## src/rtl/alu_exec_stage.sv

```systemverilog
// -----------------------------------------------------------------------------
// alu_exec_stage
//   Registered ALU execute stage with a two-entry (output + skid) buffer
//   feeding the memory stage over a valid/ready handshake.
// Revision: 1.0 - initial release
// -----------------------------------------------------------------------------
`default_nettype none

module alu_exec_stage #(
  parameter int WIDTH   = 32,
  parameter int REGADDR = 5
) (
  input  logic               clk,
  input  logic               reset_n,
  input  logic               flush,

  input  logic               in_valid,
  output logic               in_ready,
  input  logic [2:0]         in_alucontrol,
  input  logic [WIDTH-1:0]   in_srca,
  input  logic [WIDTH-1:0]   in_srcb,
  input  logic [WIDTH-1:0]   in_writedata,
  input  logic [WIDTH-1:0]   in_pcbranch,
  input  logic [REGADDR-1:0] in_writereg,
  input  logic               in_regwrite,
  input  logic               in_memwrite,
  input  logic               in_memtoreg,
  input  logic               in_branch,

  output logic               out_valid,
  input  logic               out_ready,
  output logic [WIDTH-1:0]   out_aluout,
  output logic               out_zero,
  output logic               out_overflow,
  output logic               out_illegal,
  output logic               out_pcsrc,
  output logic [WIDTH-1:0]   out_pcbranch,
  output logic [WIDTH-1:0]   out_writedata,
  output logic [REGADDR-1:0] out_writereg,
  output logic               out_regwrite,
  output logic               out_memwrite,
  output logic               out_memtoreg
);

  localparam logic [2:0] ALU_AND = 3'b000;
  localparam logic [2:0] ALU_OR  = 3'b001;
  localparam logic [2:0] ALU_ADD = 3'b010;
  localparam logic [2:0] ALU_SUB = 3'b110;
  localparam logic [2:0] ALU_SLT = 3'b111;

  typedef struct packed {
    logic [WIDTH-1:0]   aluout;
    logic               zero;
    logic               overflow;
    logic               illegal;
    logic               pcsrc;
    logic [WIDTH-1:0]   pcbranch;
    logic [WIDTH-1:0]   writedata;
    logic [REGADDR-1:0] writereg;
    logic               regwrite;
    logic               memwrite;
    logic               memtoreg;
  } beat_t;

  // ---------------------------------------------------------------------------
  // ALU on the incoming beat; the whole result is registered as one beat.
  // ---------------------------------------------------------------------------
  logic [WIDTH-1:0] alu_sum;
  logic [WIDTH-1:0] alu_diff;
  logic             add_ovf;
  logic             sub_ovf;
  logic [WIDTH-1:0] alu_res;
  logic             alu_ovf;
  logic             alu_ill;
  beat_t            in_beat;

  assign alu_sum  = in_srca + in_srcb;
  assign alu_diff = in_srca - in_srcb;
  assign add_ovf  = (in_srca[WIDTH-1] == in_srcb[WIDTH-1]) &
                    (alu_sum[WIDTH-1] != in_srca[WIDTH-1]);
  assign sub_ovf  = (in_srca[WIDTH-1] != in_srcb[WIDTH-1]) &
                    (alu_diff[WIDTH-1] != in_srca[WIDTH-1]);

  always_comb begin
    alu_res = '0;
    alu_ovf = 1'b0;
    alu_ill = 1'b0;
    case (in_alucontrol)
      ALU_AND: alu_res = in_srca & in_srcb;
      ALU_OR:  alu_res = in_srca | in_srcb;
      ALU_ADD: begin
        alu_res = alu_sum;
        alu_ovf = add_ovf;
      end
      ALU_SUB: begin
        alu_res = alu_diff;
        alu_ovf = sub_ovf;
      end
      // Signed less-than: the true sign of a-b is the raw sign corrected by overflow.
      ALU_SLT: alu_res = {{(WIDTH-1){1'b0}}, alu_diff[WIDTH-1] ^ sub_ovf};
      default: alu_ill = 1'b1;
    endcase
  end

  always_comb begin
    in_beat           = '0;
    in_beat.aluout    = alu_res;
    in_beat.zero      = (alu_res == '0);
    in_beat.overflow  = alu_ovf;
    in_beat.illegal   = alu_ill;
    in_beat.pcsrc     = in_branch & (alu_res == '0);
    in_beat.pcbranch  = in_pcbranch;
    in_beat.writedata = in_writedata;
    in_beat.writereg  = in_writereg;
    in_beat.regwrite  = in_regwrite;
    in_beat.memwrite  = in_memwrite;
    in_beat.memtoreg  = in_memtoreg;
  end

  // ---------------------------------------------------------------------------
  // Output register + skid register
  // ---------------------------------------------------------------------------
  logic  out_valid_q, out_valid_d;
  logic  skid_valid_q, skid_valid_d;
  beat_t out_q, out_d;
  beat_t skid_q, skid_d;
  logic  accept;
  logic  out_free;

  assign in_ready = ~skid_valid_q;
  assign accept   = in_valid & ~skid_valid_q;
  assign out_free = ~out_valid_q | out_ready;

  always_comb begin
    out_valid_d  = out_valid_q;
    skid_valid_d = skid_valid_q;
    out_d        = out_q;
    skid_d       = skid_q;
    if (flush) begin
      out_valid_d  = 1'b0;
      skid_valid_d = 1'b0;
    end else if (out_free) begin
      if (skid_valid_q) begin
        out_d        = skid_q;
        out_valid_d  = 1'b1;
        skid_valid_d = accept;
        if (accept) begin
          skid_d = in_beat;
        end
      end else if (accept) begin
        out_d       = in_beat;
        out_valid_d = 1'b1;
      end else begin
        out_valid_d = 1'b0;
      end
    end else if (accept) begin
      // Output is stalled: park the beat, in_ready falls next cycle.
      skid_d       = in_beat;
      skid_valid_d = 1'b1;
    end
  end

  always_ff @(posedge clk or negedge reset_n) begin
    if (!reset_n) begin
      out_valid_q  <= 1'b0;
      skid_valid_q <= 1'b0;
      out_q        <= '0;
      skid_q       <= '0;
    end else begin
      out_valid_q  <= out_valid_d;
      skid_valid_q <= skid_valid_d;
      out_q        <= out_d;
      skid_q       <= skid_d;
    end
  end

  assign out_valid     = out_valid_q;
  assign out_aluout    = out_q.aluout;
  assign out_zero      = out_q.zero;
  assign out_overflow  = out_q.overflow;
  assign out_illegal   = out_q.illegal;
  assign out_pcsrc     = out_q.pcsrc;
  assign out_pcbranch  = out_q.pcbranch;
  assign out_writedata = out_q.writedata;
  assign out_writereg  = out_q.writereg;
  assign out_regwrite  = out_q.regwrite;
  assign out_memwrite  = out_q.memwrite;
  assign out_memtoreg  = out_q.memtoreg;

endmodule

`default_nettype wire

```

## config.mk

```make
export PLATFORM = sky130hd
export DESIGN_NAME = alu_exec_stage
export DESIGN_NICKNAME = d
export VERILOG_FILES = /design/src/rtl/alu_exec_stage.sv
export SDC_FILE = /design/constraint.sdc
export NUM_CORES = 1
export LEC_CHECK = 0
export CAP_MARGIN = 25
export CORE_MARGIN = 5
export CORE_UTILIZATION = 35
export CTS_BUF_LIST = sky130_fd_sc_hd__clkbuf_16
export DETAILED_ROUTE_END_ITERATION = 10
export GPL_ROUTABILITY_DRIVEN = 0
export HOLD_SLACK_MARGIN = 0.08
export PLACE_DENSITY_LB_ADDON = 0.15
export SLEW_MARGIN = 20
export SYNTH_ARGS = -nofsm -noshare
export SYNTH_HDL_FRONTEND = slang
export SYNTH_SLANG_ARGS = --single-unit
```

## constraint.sdc

```tcl
create_clock -name clk -period 2 [get_ports clk]
set_input_delay 0.2 -clock clk [delete_from_list [all_inputs] [get_ports clk]]
set_output_delay 0.2 -clock clk [all_outputs]
set_load 0.03 [all_outputs]
```

==> implementation parameters, run 1 <==
Parameter                              Value

Outcome
  Run status ... finished, violations left
  Violated checks ... negative setup slack

Timing
  Tmin final ... 4100 ps
  Setup_tns ... -36000 ps
  Clock Skew ... 5.64 ps
  Final clock period utilization by the worst path ... 205%
  Final setup vio count ... 61
  Number of slew-limit violations in the final report ... 0
  RSZ-0062 raised after global routing ... yes
  Hold Fails Final Rpt ... 0
  Worst slew slack as a fraction of its limit ... 57.3%
  Worst Tran Pin Value ... 641 ps
  Achievable Freq ... 0.244 GHz
  Worst-case setup margin in the final layout ... -2100 ps

GRT
  Vias in the first global route ... 14600
  Largest net degree at the start of global routing ... 87
  Total gr overflow ... 0
  First-pass GRT wire length ... 79500 um
  Initial antenna violation count ... 1
  Global-route total usage across every layer ... 20.9%

Worst setup path
  Reg2Reg Launch Point ... skid_valid_q
  Worst Setup End Kind ... flip-flop
  Cell family contributing the most delay on the critical path ... compound AO/OA/AOI/OAI gates
  Highest-delay cell along the critical path ... or4b_4
  Buffer and inverter count on the worst path ... 2
  Worst path arrival time ... 4490 ps
  Destination of the worst register-to-register timing path ... out_zero
  Depth of the worst register-to-register path ... 6
  Type of element launching the critical path ... input pin
  Worst setup slack for register-to-register paths ... 340 ps
  Largest driver fanout on the critical path ... 4
  Path type of the worst setup path ... input pin to flip-flop
  Critical path required time ... 2390 ps
  Biggest cell delay along the critical path ... 520 ps

Power and ir drop
  Internal power of the cells ... 11.2 mW
  Net switching share of the total power ... 33.1%
  Clock power frac ... 25.6%
  Part of the total power dissipated in combinational logic ... 40.1%
  Static power due to leakage ... 10.8 nW
  Peak supply drop ... 0.480 mV
  Switching power total ... 5.55 mW
  Areal power density over the cells ... 694 mW/mm2
  Portion of total power attributed to sequential cells ... 34.2%

Synth
  Synthesis Warnings ... 0
  Fraction of synthesized cell area taken by the top area cell type ... 37.2%
  Count of different cell masters after synthesis ... 88
  Count leader, synth ... dfrtp_1
  Cells after synthesis ... 1590
  Synth Cell Area ... 0.0147 mm2
  Count of flip-flops with a built-in enable after synthesis ... 0
  Mean Syn Cell Area ... 9.22 um2
  Leading area contributor after synthesis ... dfrtp_1
  Post-synth top flop ... dfrtp_1
  Post-Synthesis Net Count ... 1842
  Flip-flop and latch count after synthesis ... 218
  Fraction of the yosys area taken by sequential cells ... 37.2%
  Synth top area cells ... dfrtp_1, ha_1, mux2i_1, mux2_2, o21ai_0
  Post-synthesis async set-or-reset flop share ... 100%
  Top cells by count, synth ... dfrtp_1, nand2_1, o21ai_0, mux2i_1, inv_1

Floorplanning
  Number of top-level design ports ... 255
  Chip Height ... 215 um
  Starting density of the core ... 35.2%
  Area of the die ... 0.0461 mm2
  DIE WIDTH ... 215 um
  Area inside the core boundary ... 0.0417 mm2
  Site Rows ... 75

Flow run
  Max Cap Violations ... 0

Route
  Final Routed Wirelength ... 50600 um
  Post-route DRC ... 0
  Average via count per standard cell ... 5.15
  First-pass iteration count of the detailed router ... 5
  Initial DRC count ... 785
  Routed wirelength normalized by instance count ... 18.3 um
  Post-detailed-route count of antenna-violating nets ... 0
  Via count ... 14300

Clocking
  Clock tree root driver cell ... clkbuf_16
  Maximum clock insertion buffer count ... 3
  H-tree level count ... 1
  Source-to-sink clock delay at the later pin of the worst-skew pair ... 500 ps
  TritonCTS sink count ... 218
  Post-CTS clock slew at the launch and capture registers of the worst setup and hold paths ... 60 ps
  Cts bufs inserted ... 22
  CTS tree ... built

Placement
  Estimated wirelength of the detail-placed design ... 38100 um
  Number of port buffers ... 254
  Post-Place Cells ... 2642

Cells and area
  Fin cells ... 2768
  Fraction of final layout cells sized beyond drive strength 1 ... 41.9%
  Count of inserted antenna diode cells ... 0
  Post-synthesis to final-layout area growth ... 64.8%
  Total Nets Final ... 2466

Min path
  Hold/Removal Path Class ... input pin to asynchronous set/reset pin
metrics by stage:
step           total power, mW  hold slack, ps  util [%]  instance area (um2)  setup WS, ps
2_1_floorplan             8.86           -95.6         -                15400         -2240
3_3_place_gp              11.5             138      50.3                20900         -3170
3_5_place_dp              11.6             138      50.3                20900         -3350
4_1_cts                   16.5             202      55.7                23200         -2180
5_1_grt                   17.7             237      58.0                24200         -2270
6_report                  16.8             196      58.0                24200         -2100
power groups by stage:
stage                     combinational, mW  sequential (mW)  clock (mW)
after global placement                 5.68             5.77           0
final                                  6.73             5.74        4.30
after CTS                              6.36             5.74        4.44
after global routing                   7.20             5.85        4.63
after detailed placement               5.76             5.82           0
after floorplan                        2.42             6.44           0
worst max path at each step:
stage	from	endpoint	cells after the start
2_1_floorplan	in_srca[7]	skid_q[72]	25
3_3_place_gp	in_srca[7]	skid_q[72]	26
3_5_place_dp	in_srca[7]	skid_q[72]	26
4_1_cts	in_srca[7]	out_pcsrc	26
5_1_grt	in_srca[5]	out_pcsrc	25
6_report	in_srca[5]	out_pcsrc	25
state kept, by name (all words and copies together), names as in the netlist:
signal and flops:
out_pcsrc 1, out_writedata 32, out_writereg 5, out_pcbranch 32, out_overflow 1, out_memwrite 1
out_valid 1, out_illegal 1, out_regwrite 1, out_aluout 32, skid_q 108, out_zero 1
skid_valid_q 1, out_memtoreg 1
routing by layer:
metal  GRT usage (%)  vias to the layer above  part of all wire [%]  wire (um)
li1                -                     6901                     -          -
met1            27.1                     6832                    43      21900
met2            35.8                      405                    48      24500
met3            2.95                      113                   4.6       2340
met4            7.77                        2                   3.6       1820
met5               0                        -                 0.024         12
kinds of logic after synthesis:
logic type	after synthesis	share of synthesized area (%)
multiplexers	211	15.2
flip-flops	218	37.2
XOR/XNOR	20	1.20
AND/OR/NAND/NOR	412	12.9
buffers and inverters	207	6.47
adder cells (fa/ha/maj)	107	9.29
AO/OA/AOI/OAI	415	17.7
layout by cell type (no fill, tap or decap), types with 15 or more instances in the layout:
master	instances
buf_4	348
nand3_1	21
buf_6	84
o211ai_1	16
a21oi_1	45
a21oi_2	32
ha_4	34
clkdlybuf4s50_1	197
nand2_1	177
inv_2	32
nor2_1	60
buf_12	25
clkbuf_16	23
nor3_1	21
mux2i_1	111
dlygate4sd2_1	15
dfrtp_1	217
o21ai_0	108
ha_1	66
inv_1	59
a21oi_4	15
o21ai_1	42
mux2_2	88
final cells by class:
| class | instances | area [um2] |
|---|---|---|
| Clock buffer | 23 | 576 |
| Multi-Input combinational cell | 1165 | 10300 |
| Clock inverter | 16 | 179 |
| Fill cell | 3608 | 17500 |
| Inverter | 109 | 527 |
| Timing Repair Buffer | 698 | 6450 |
| Sequential cell | 218 | 5460 |
| Tap cell | 539 | 674 |
repair_timing:
action / in CTS / in global routing
resized for setup: 399 / 212
hold buffers: 1 / 0
hold endpoints to repair: 218 / 0
pin swaps: 101 / 108
cloned: 0 / 0
endpoints found under the setup margin: 65 / 63
buffers inserted: 71 / 52
No activity file was read; power rests on OpenSTA's default activity.
==> run 2, diff against run 1 <==
--- a/config.mk
+++ b/config.mk
@@ -8,7 +8,6 @@
 export CAP_MARGIN = 25
 export CORE_MARGIN = 5
 export CORE_UTILIZATION = 35
-export CTS_BUF_LIST = sky130_fd_sc_hd__clkbuf_16
 export DETAILED_ROUTE_END_ITERATION = 10
 export GPL_ROUTABILITY_DRIVEN = 0
 export HOLD_SLACK_MARGIN = 0.08
==> constraint.sdc (replaced) <==
create_clock -name clk -period 5.2 [get_ports clk]
set_input_delay 0.52 -clock clk [delete_from_list [all_inputs] [get_ports clk]]
set_output_delay 0.52 -clock clk [all_outputs]
set_load 0.03 [all_outputs]
==> run 2 against run 1 <==
- sequential share of layout area up 5.4 points
- hold slack worse by 110 ps
- first-iteration DRC count up 34%
- flip-flop and latch count unchanged
- critical endpoint unchanged
- non-clock buffer count down 301
- the flow now finishes without violations
- clock skew up 2.0 ps
- critical path depth up 1
- global-route usage down 1.3 points
- clock power down 59%
==> implementation parameters, run 2 (same netlist as run 1, synthesis figures left out) <==
Parameter                              Value

Worst setup path
  Critical path required time ... 5600 ps (was 2390 ps)
  Path type of the worst setup path ... input pin to flip-flop (unchanged)
  Largest driver fanout on the critical path ... 4 (unchanged)
  Depth of the worst register-to-register path ... 5 (was 6)
  Worst Setup End Kind ... flip-flop (unchanged)
  Worst path arrival time ... 5370 ps (was 4490 ps)
  Type of element launching the critical path ... input pin (unchanged)

Route
  Via count ... 12900 (was 14300)
  Post-route DRC ... 0 (unchanged)
  Final Routed Wirelength ... 46700 um (was 50600 um)
  First-pass iteration count of the detailed router ... 6 (was 5)
  Post-detailed-route count of antenna-violating nets ... 0 (unchanged)
  Average via count per standard cell ... 5.23 (was 5.15)
  Routed wirelength normalized by instance count ... 18.9 um (was 18.3 um)
  Initial DRC count ... 1053 (was 785)

GRT
  First-pass GRT wire length ... 74100 um (was 79500 um)
  Initial antenna violation count ... 1 (unchanged)
  Global-route total usage across every layer ... 19.6% (was 20.9%)
  Total gr overflow ... 0 (unchanged)
  Largest net degree at the start of global routing ... 126 (was 87)
  Vias in the first global route ... 12900 (was 14600)

Power and ir drop
  Clock power frac ... 30.1% (was 25.6%)
  Net switching share of the total power ... 32.3% (was 33.1%)
  Part of the total power dissipated in combinational logic ... 32.7% (was 40.1%)
  Static power due to leakage ... 8.74 nW (was 10.8 nW)
  Switching power total ... 1.91 mW (was 5.55 mW)
  Internal power of the cells ... 4.01 mW (was 11.2 mW)
  Portion of total power attributed to sequential cells ... 37.2% (was 34.2%)
  Peak supply drop ... 0.171 mV (was 0.480 mV)
  Total power ... 5.93 mW (was 16.8 mW)
  Areal power density over the cells ... 304 mW/mm2 (was 694 mW/mm2)

Cells and area
  Total Nets Final ... 2165 (was 2466)
  Commonest cells after routing, fill and taps aside ... clkdlybuf4s50_1, dfrtp_1, nand2_1, o21ai_0, buf_4 (was buf_4, dfrtp_1, clkdlybuf4s50_1, nand2_1, mux2i_1)
  Post-synthesis to final-layout area growth ... 33.2% (was 64.8%)
  Final core utilization ... 46.8% (was 58.0%)
  Most common cell after layout, fill and taps aside ... clkdlybuf4s50_1 (was buf_4)
  Fraction of final layout cells sized beyond drive strength 1 ... 17.7% (was 41.9%)
  Flip-flop count of the largest register after layout ... 108 (unchanged)
  Largest register by flop count ... skid_q (unchanged)
  Count of inserted antenna diode cells ... 0 (unchanged)

Timing
  Final clock period utilization by the worst path ... 95.6%
  Tmin final ... 4970 ps
  Clock Skew ... 7.62 ps (was 5.64 ps)
  Number of slew-limit violations in the final report ... 0 (unchanged)
  Hold Fails Final Rpt ... 0 (unchanged)
  Final setup vio count ... 0 (was 61)
  Worst slew slack as a fraction of its limit ... 31.7% (was 57.3%)
  Worst Tran Pin Value ... 1020 ps (was 641 ps)
  Achievable Freq ... 0.201 GHz

Outcome
  Run status ... finished, final reports clean (was finished, violations left)

Clocking
  CTS tree ... built (unchanged)
  Source-to-sink clock delay at the later pin of the worst-skew pair ... 510 ps (was 500 ps)
  Maximum clock insertion buffer count ... 3 (unchanged)
  TritonCTS sink count ... 218 (unchanged)
  Post-CTS clock slew at the launch and capture registers of the worst setup and hold paths ... 60 ps (about the same)
  H-tree level count ... 1 (unchanged)
  Count of hold-fix buffers inserted at cts ... 0 (was 1)
  Cts bufs inserted ... 22 (unchanged)
  Clock tree root driver cell ... clkbuf_16 (unchanged)

Min path
  Hold/Removal Path Class ... input pin to asynchronous set/reset pin (unchanged)

Floorplanning
  Chip Height ... 215 um (unchanged)
  Starting density of the core ... 35.2% (unchanged)
  Area of the die ... 0.0461 mm2 (unchanged)
  Area inside the core boundary ... 0.0417 mm2 (unchanged)
  DIE WIDTH ... 215 um (unchanged)
  Site Rows ... 75 (unchanged)
  Number of top-level design ports ... 255 (unchanged)

Placement
  Number of port buffers ... 254 (unchanged)
  Estimated wirelength of the detail-placed design ... 35500 um (was 38100 um)

Flow run
  Max Cap Violations ... 0 (unchanged)
[run 2: metrics by stage]
stage / worst slack [ps] / hold slack, ps / setup TNS, ps / instance area, um2 / std cells
2_1_floorplan: 171 / 224 / 0 / 14700 / 1590
3_3_place_gp: -622 / 456 / -2370 / 18400 / 2423
3_5_place_dp: -739 / 460 / -2810 / 18400 / 2424
4_1_cts: 3.75 / 166 / 0 / 19300 / 2465
5_1_grt: -60.0 / 192 / -60.0 / 19500 / 2468
6_report: 228 / 89.5 / 0 / 19500 / 2468
[run 2: cell type report]
cell class / instances / area [um2]
Fill cell: 4033 / 22100
Multi-Input combinational cell: 1165 / 8500
Sequential cell: 218 / 5460
Timing Repair Buffer: 397 / 3660
Tap cell: 539 / 674
Clock buffer: 30 / 642
Inverter: 109 / 409
Clock inverter: 10 / 178
[run 2: what timing repair did]
action,4_1_cts,5_1_grt
pin swaps,1,19
resized for setup,5,39
endpoints found under the setup margin,4,4
buffers inserted,1,3
[run 2: power by group through the flow]
stage	combinational, mW	sequential (mW)	clock, mW
3_5_place_dp	1.91	2.24	0
3_3_place_gp	1.88	2.22	0
6_report	1.94	2.21	1.78
4_1_cts	1.92	2.21	1.84
2_1_floorplan	0.828	2.48	0
5_1_grt	2.11	2.25	1.91
[run 2: worst paths after layout]
| check | startpoint | to | slack [ps] |
|---|---|---|---|
| worst max register to register | skid_valid_q | skid_q[100] | 2330 |
| max in group asynchronous | reset_n | out_aluout[2] | 3800 |
| worst min register to register | skid_q[72] | skid_q[72] | 470 |
| worst min-delay path | reset_n | out_writedata[11] | 90 |
| worst max-delay path | in_srcb[12] | out_pcsrc | 230 |
| min in group clk | skid_q[72] | skid_q[72] | 470 |
[run 2: critical path: stages]
cell and delay [ps]:
clkdlybuf4s50_1 480, inv_1 60, ha_1 340, nor2b_2 160
o21ai_1 120, buf_4 160, nand2_1 140, o311ai_4 130
a31oi_4 220, a21oi_2 80, o21ai_1 140, a21oi_1 70
o21bai_1 180, a21oi_2 90, fa_2 360, nand3_2 60
o211ai_1 100, nand2_1 100, nand3_1 100, nor3_2 180
nand2_1 70, a211o_1 230, or4b_4 570, nor4_4 200
nand4b_4 160, o41ai_2 340
[run 2: per-layer routing]
metal	wire, um	up-vias	track usage, %
met1	21200	6105	27.2
met3	2510	92	2.74
met5	17	-	0
met4	1390	2	5.67
met2	21600	416	32.2
li1	-	6291	-
==> run 3, diff against run 2 <==
--- a/config.mk
+++ b/config.mk
@@ -5,6 +5,7 @@
 export SDC_FILE = /design/constraint.sdc
 export NUM_CORES = 1
 export LEC_CHECK = 0
+export ABC_AREA = 1
 export CAP_MARGIN = 25
 export CORE_MARGIN = 5
 export CORE_UTILIZATION = 35
==> run 3 against run 2 <==
- hold slack better by 370 ps
- critical path depth decreased by 4
- non-clock buffer count decreased by 131
- register-to-register slack improved by 70 ps
- core utilization shrank 3.4 points
- die area grew 9.8%
- critical endpoint is now out_zero
- count of clock-buffer cells in the layout grew 1
- largest power group unchanged
- clock skew rose by 5.4 ps
- via count increased by 20%
- sequential power is essentially flat
- largest cell class unchanged
==> implementation parameters, run 3 <==
Parameter                              Value

Outcome
  Run status ... finished, final reports clean (unchanged)

Synth
  Post-Synthesis Net Count ... 2662 (was 1842)
  Count of different cell masters after synthesis ... 40 (was 88)
  Count leader, synth ... nand2_1 (was dfrtp_1)
  Cells after synthesis ... 2410 (was 1590)
  Synth top area cells ... dfrtp_1, nand2_1, inv_1, o21ai_0, ha_1 (was dfrtp_1, ha_1, mux2i_1, mux2_2, o21ai_0)
  Leading area contributor after synthesis ... dfrtp_1 (unchanged)
  Synthesis Warnings ... 0 (unchanged)
  Post-synth top flop ... dfrtp_1 (unchanged)
  Count of flip-flops with a built-in enable after synthesis ... 0 (unchanged)
  Fraction of the yosys area taken by sequential cells ... 33.8% (was 37.2%)
  Mean Syn Cell Area ... 6.70 um2 (was 9.22 um2)
  Synth Cell Area ... 0.0162 mm2 (was 0.0147 mm2)
  Post-synthesis async set-or-reset flop share ... 100% (unchanged)
  Flip-flop and latch count after synthesis ... 218 (unchanged)
  Fraction of synthesized cell area taken by the top area cell type ... 33.8% (was 37.2%)
  Top cells by count, synth ... nand2_1, inv_1, o21ai_0, dfrtp_1, nand3_1 (was dfrtp_1, nand2_1, o21ai_0, mux2i_1, inv_1)

GRT
  Total gr overflow ... 0 (unchanged)
  First-pass GRT wire length ... 80600 um (was 74100 um)
  Vias in the first global route ... 14900 (was 12900)
  Global-route total usage across every layer ... 19.6% (about the same)
  Initial antenna violation count ... 1 (unchanged)
  Largest net degree at the start of global routing ... 132 (was 126)

Route
  Initial DRC count ... 1005 (was 1053)
  Post-detailed-route count of antenna-violating nets ... 0 (unchanged)
  Via count ... 15500 (was 12900)
  First-pass iteration count of the detailed router ... 6 (unchanged)
  Post-route DRC ... 0 (unchanged)
  Routed wirelength normalized by instance count ... 16.0 um (was 18.9 um)
  Final Routed Wirelength ... 51300 um (was 46700 um)
  Average via count per standard cell ... 4.82 (was 5.23)

Floorplanning
  Site Rows ... 78 (was 75)
  Chip Height ... 225 um (was 215 um)
  Number of top-level design ports ... 255 (unchanged)
  Area of the die ... 0.0506 mm2 (was 0.0461 mm2)
  Area inside the core boundary ... 0.0455 mm2 (was 0.0417 mm2)
  Starting density of the core ... 35.5% (was 35.2%)
  DIE WIDTH ... 225 um (was 215 um)

Worst setup path
  Worst setup slack for register-to-register paths ... 2400 ps (was 2330 ps)
  Critical path required time ... 5670 ps (was 5600 ps)
  Type of element launching the critical path ... input pin (unchanged)
  Worst setup startpoint ... in_srca[21] (was in_srcb[12])
  Largest driver fanout on the critical path ... 9 (was 4)
  Worst Setup End Kind ... flip-flop (unchanged)
  Worst path arrival time ... 4310 ps (was 5370 ps)
  Endpoint of the most critical setup path ... out_zero (was out_pcsrc)
  Reg2Reg Launch Point ... skid_valid_q (unchanged)
  Path type of the worst setup path ... input pin to flip-flop (unchanged)
  Destination of the worst register-to-register timing path ... out_writedata[9] (was skid_q[100])
  Depth of the worst register-to-register path ... 7 (was 5)

Placement
  Post-Place Cells ... 3167 (was 2424)
  Estimated wirelength of the detail-placed design ... 39700 um (was 35500 um)
  Number of port buffers ... 254 (unchanged)
  Placed inst area ... 0.0190 mm2 (was 0.0184 mm2)

Timing
  Worst slew slack as a fraction of its limit ... 34.0% (was 31.7%)
  Setup_tns ... 0 ps (unchanged)
  Achievable Freq ... 0.260 GHz (was 0.201 GHz)
  Final clock period utilization by the worst path ... 73.9% (was 95.6%)
  Hold Fails Final Rpt ... 0 (unchanged)
  Final setup vio count ... 0 (unchanged)
  Worst Tran Pin Value ... 991 ps (was 1020 ps)
  Clock Skew ... 13.0 ps (was 7.62 ps)
  Tmin final ... 3840 ps (was 4970 ps)
  Number of slew-limit violations in the final report ... 0 (unchanged)
  RSZ-0062 raised after global routing ... no

Clocking
  Cts bufs inserted ... 23 (was 22)
  Clock tree root driver cell ... clkbuf_16 (unchanged)
  TritonCTS sink count ... 218 (unchanged)
  Post-CTS setup repair buffer count ... 0 (was 1)
  Post-CTS clock slew at the launch and capture registers of the worst setup and hold paths ... 60 ps (about the same)
  CTS tree ... built (unchanged)
  Post-CTS sizing ... 0 (was 5)
  Maximum clock insertion buffer count ... 3 (unchanged)
  H-tree level count ... 1 (unchanged)
  Source-to-sink clock delay at the later pin of the worst-skew pair ... 520 ps (was 510 ps)
  Count of hold-fix buffers inserted at cts ... 0 (unchanged)

Cells and area
  Fin cells ... 3210 (was 2468)
  Finished layout cell area ... 0.0197 mm2 (was 0.0195 mm2)
  Total Nets Final ... 2846 (was 2165)
  Flip-flop count of the largest register after layout ... 108 (unchanged)
  Count of inserted antenna diode cells ... 0 (unchanged)
  Fraction of final layout cells sized beyond drive strength 1 ... 7.09% (was 17.7%)
  Post-synthesis to final-layout area growth ... 22.2% (was 33.2%)
  Largest register by flop count ... skid_q (unchanged)
  Most common cell after layout, fill and taps aside ... nand2_1 (was clkdlybuf4s50_1)
  Commonest cells after routing, fill and taps aside ... nand2_1, inv_1, o21ai_0, clkdlybuf4s50_1, dfrtp_1 (was clkdlybuf4s50_1, dfrtp_1, nand2_1, o21ai_0, buf_4)

Power and ir drop
  Static power due to leakage ... 10.4 nW (was 8.74 nW)
  Areal power density over the cells ... 292 mW/mm2 (was 304 mW/mm2)
  Peak supply drop ... 0.259 mV (was 0.171 mV)

Min path
  Hold/Removal Path Class ... input pin to asynchronous set/reset pin (unchanged)

Flow run
  Max Cap Violations ... 0 (unchanged)
==> run 3: cell count changes in the layout (fill, tap and decap cells not counted), moves of 25 or more <==
cell	before	now
buf_4	139	9
mux2_2	95	0
mux2i_1	115	0
inv_1	105	397
nand3_1	26	137
nor3_1	31	3
nor2_2	3	32
o21ai_0	163	297
nand2_1	192	764
a21oi_1	87	59
nand2_2	0	25
==> run 3: metal layers <==
metal	global-route usage [%]	part of all wire, %
met1	25.7	43
met3	2.22	5.8
met4	7.21	3.8
met2	33.6	47
met5	0	0.021
==> run 3: critical path, cell delays in order <==
cell	delay, ps
clkdlybuf4s50_1	510
inv_1	50
ha_1	520
nor2_4	220
nand2_1	150
nor2_1	220
and2_1	160
nand2_1	60
nand2_1	80
nand2_1	60
nand2_1	70
a21oi_1	80
fa_1	390
nand4_1	90
o2111ai_1	190
nor3_2	220
nand3_1	110
nor3_2	270
nand3_1	140
nand2_1	80
nand2_1	60
nand2_1	50
==> run 3: cells by family after synthesis <==
logic type / share of synthesized area (%)
buf+inv: 13.7
flops: 33.8
compound gates: 12.9
simple gates: 31.2
fa+ha+maj: 8.43
xor+xnor: 0.0542
==> run 3: metrics by stage <==
step                      setup WS (ps)  util, %  total power, mW  hold slack [ps]
after floorplan                    1950        -             3.41              224
after global placement              841     41.7             4.15              456
after detailed placement            857     41.7             4.19              460
after CTS                          1410     43.3             5.84              165
after global routing                963     43.4             6.14              480
final                              1360     43.4             5.77              456
==> run 3: cell type report <==
class,instances,area (um2)
inverter,430,1620
sequential,218,5460
fill,4760,25700
tap,600,751
clock buffer,31,636
multi-input combinational,1655,8510
clock inverter,10,98.8
timing repair buffer,266,2680
==> run 3: power by group <==
part | total (mW) | switching, mW | internal [mW]
registers | 2.21 | 0.166 | 2.04
clock network | 1.61 | 0.697 | 0.918
logic | 1.95 | 1.22 | 0.723
==> run 3: worst min-delay path by stage <==
stage | slack [ps] | depth (start not counted) | startpoint | endpoint
after detailed placement | 460 | 2 | skid_q[103] | skid_q[103]
after global routing | 480 | 2 | reset_n | out_pcbranch[20]
after CTS | 170 | 1 | reset_n | out_pcbranch[20]
after floorplan | 220 | 0 | reset_n | out_aluout[0]
after global placement | 460 | 2 | skid_q[104] | skid_q[104]
final | 460 | 2 | reset_n | out_pcbranch[20]
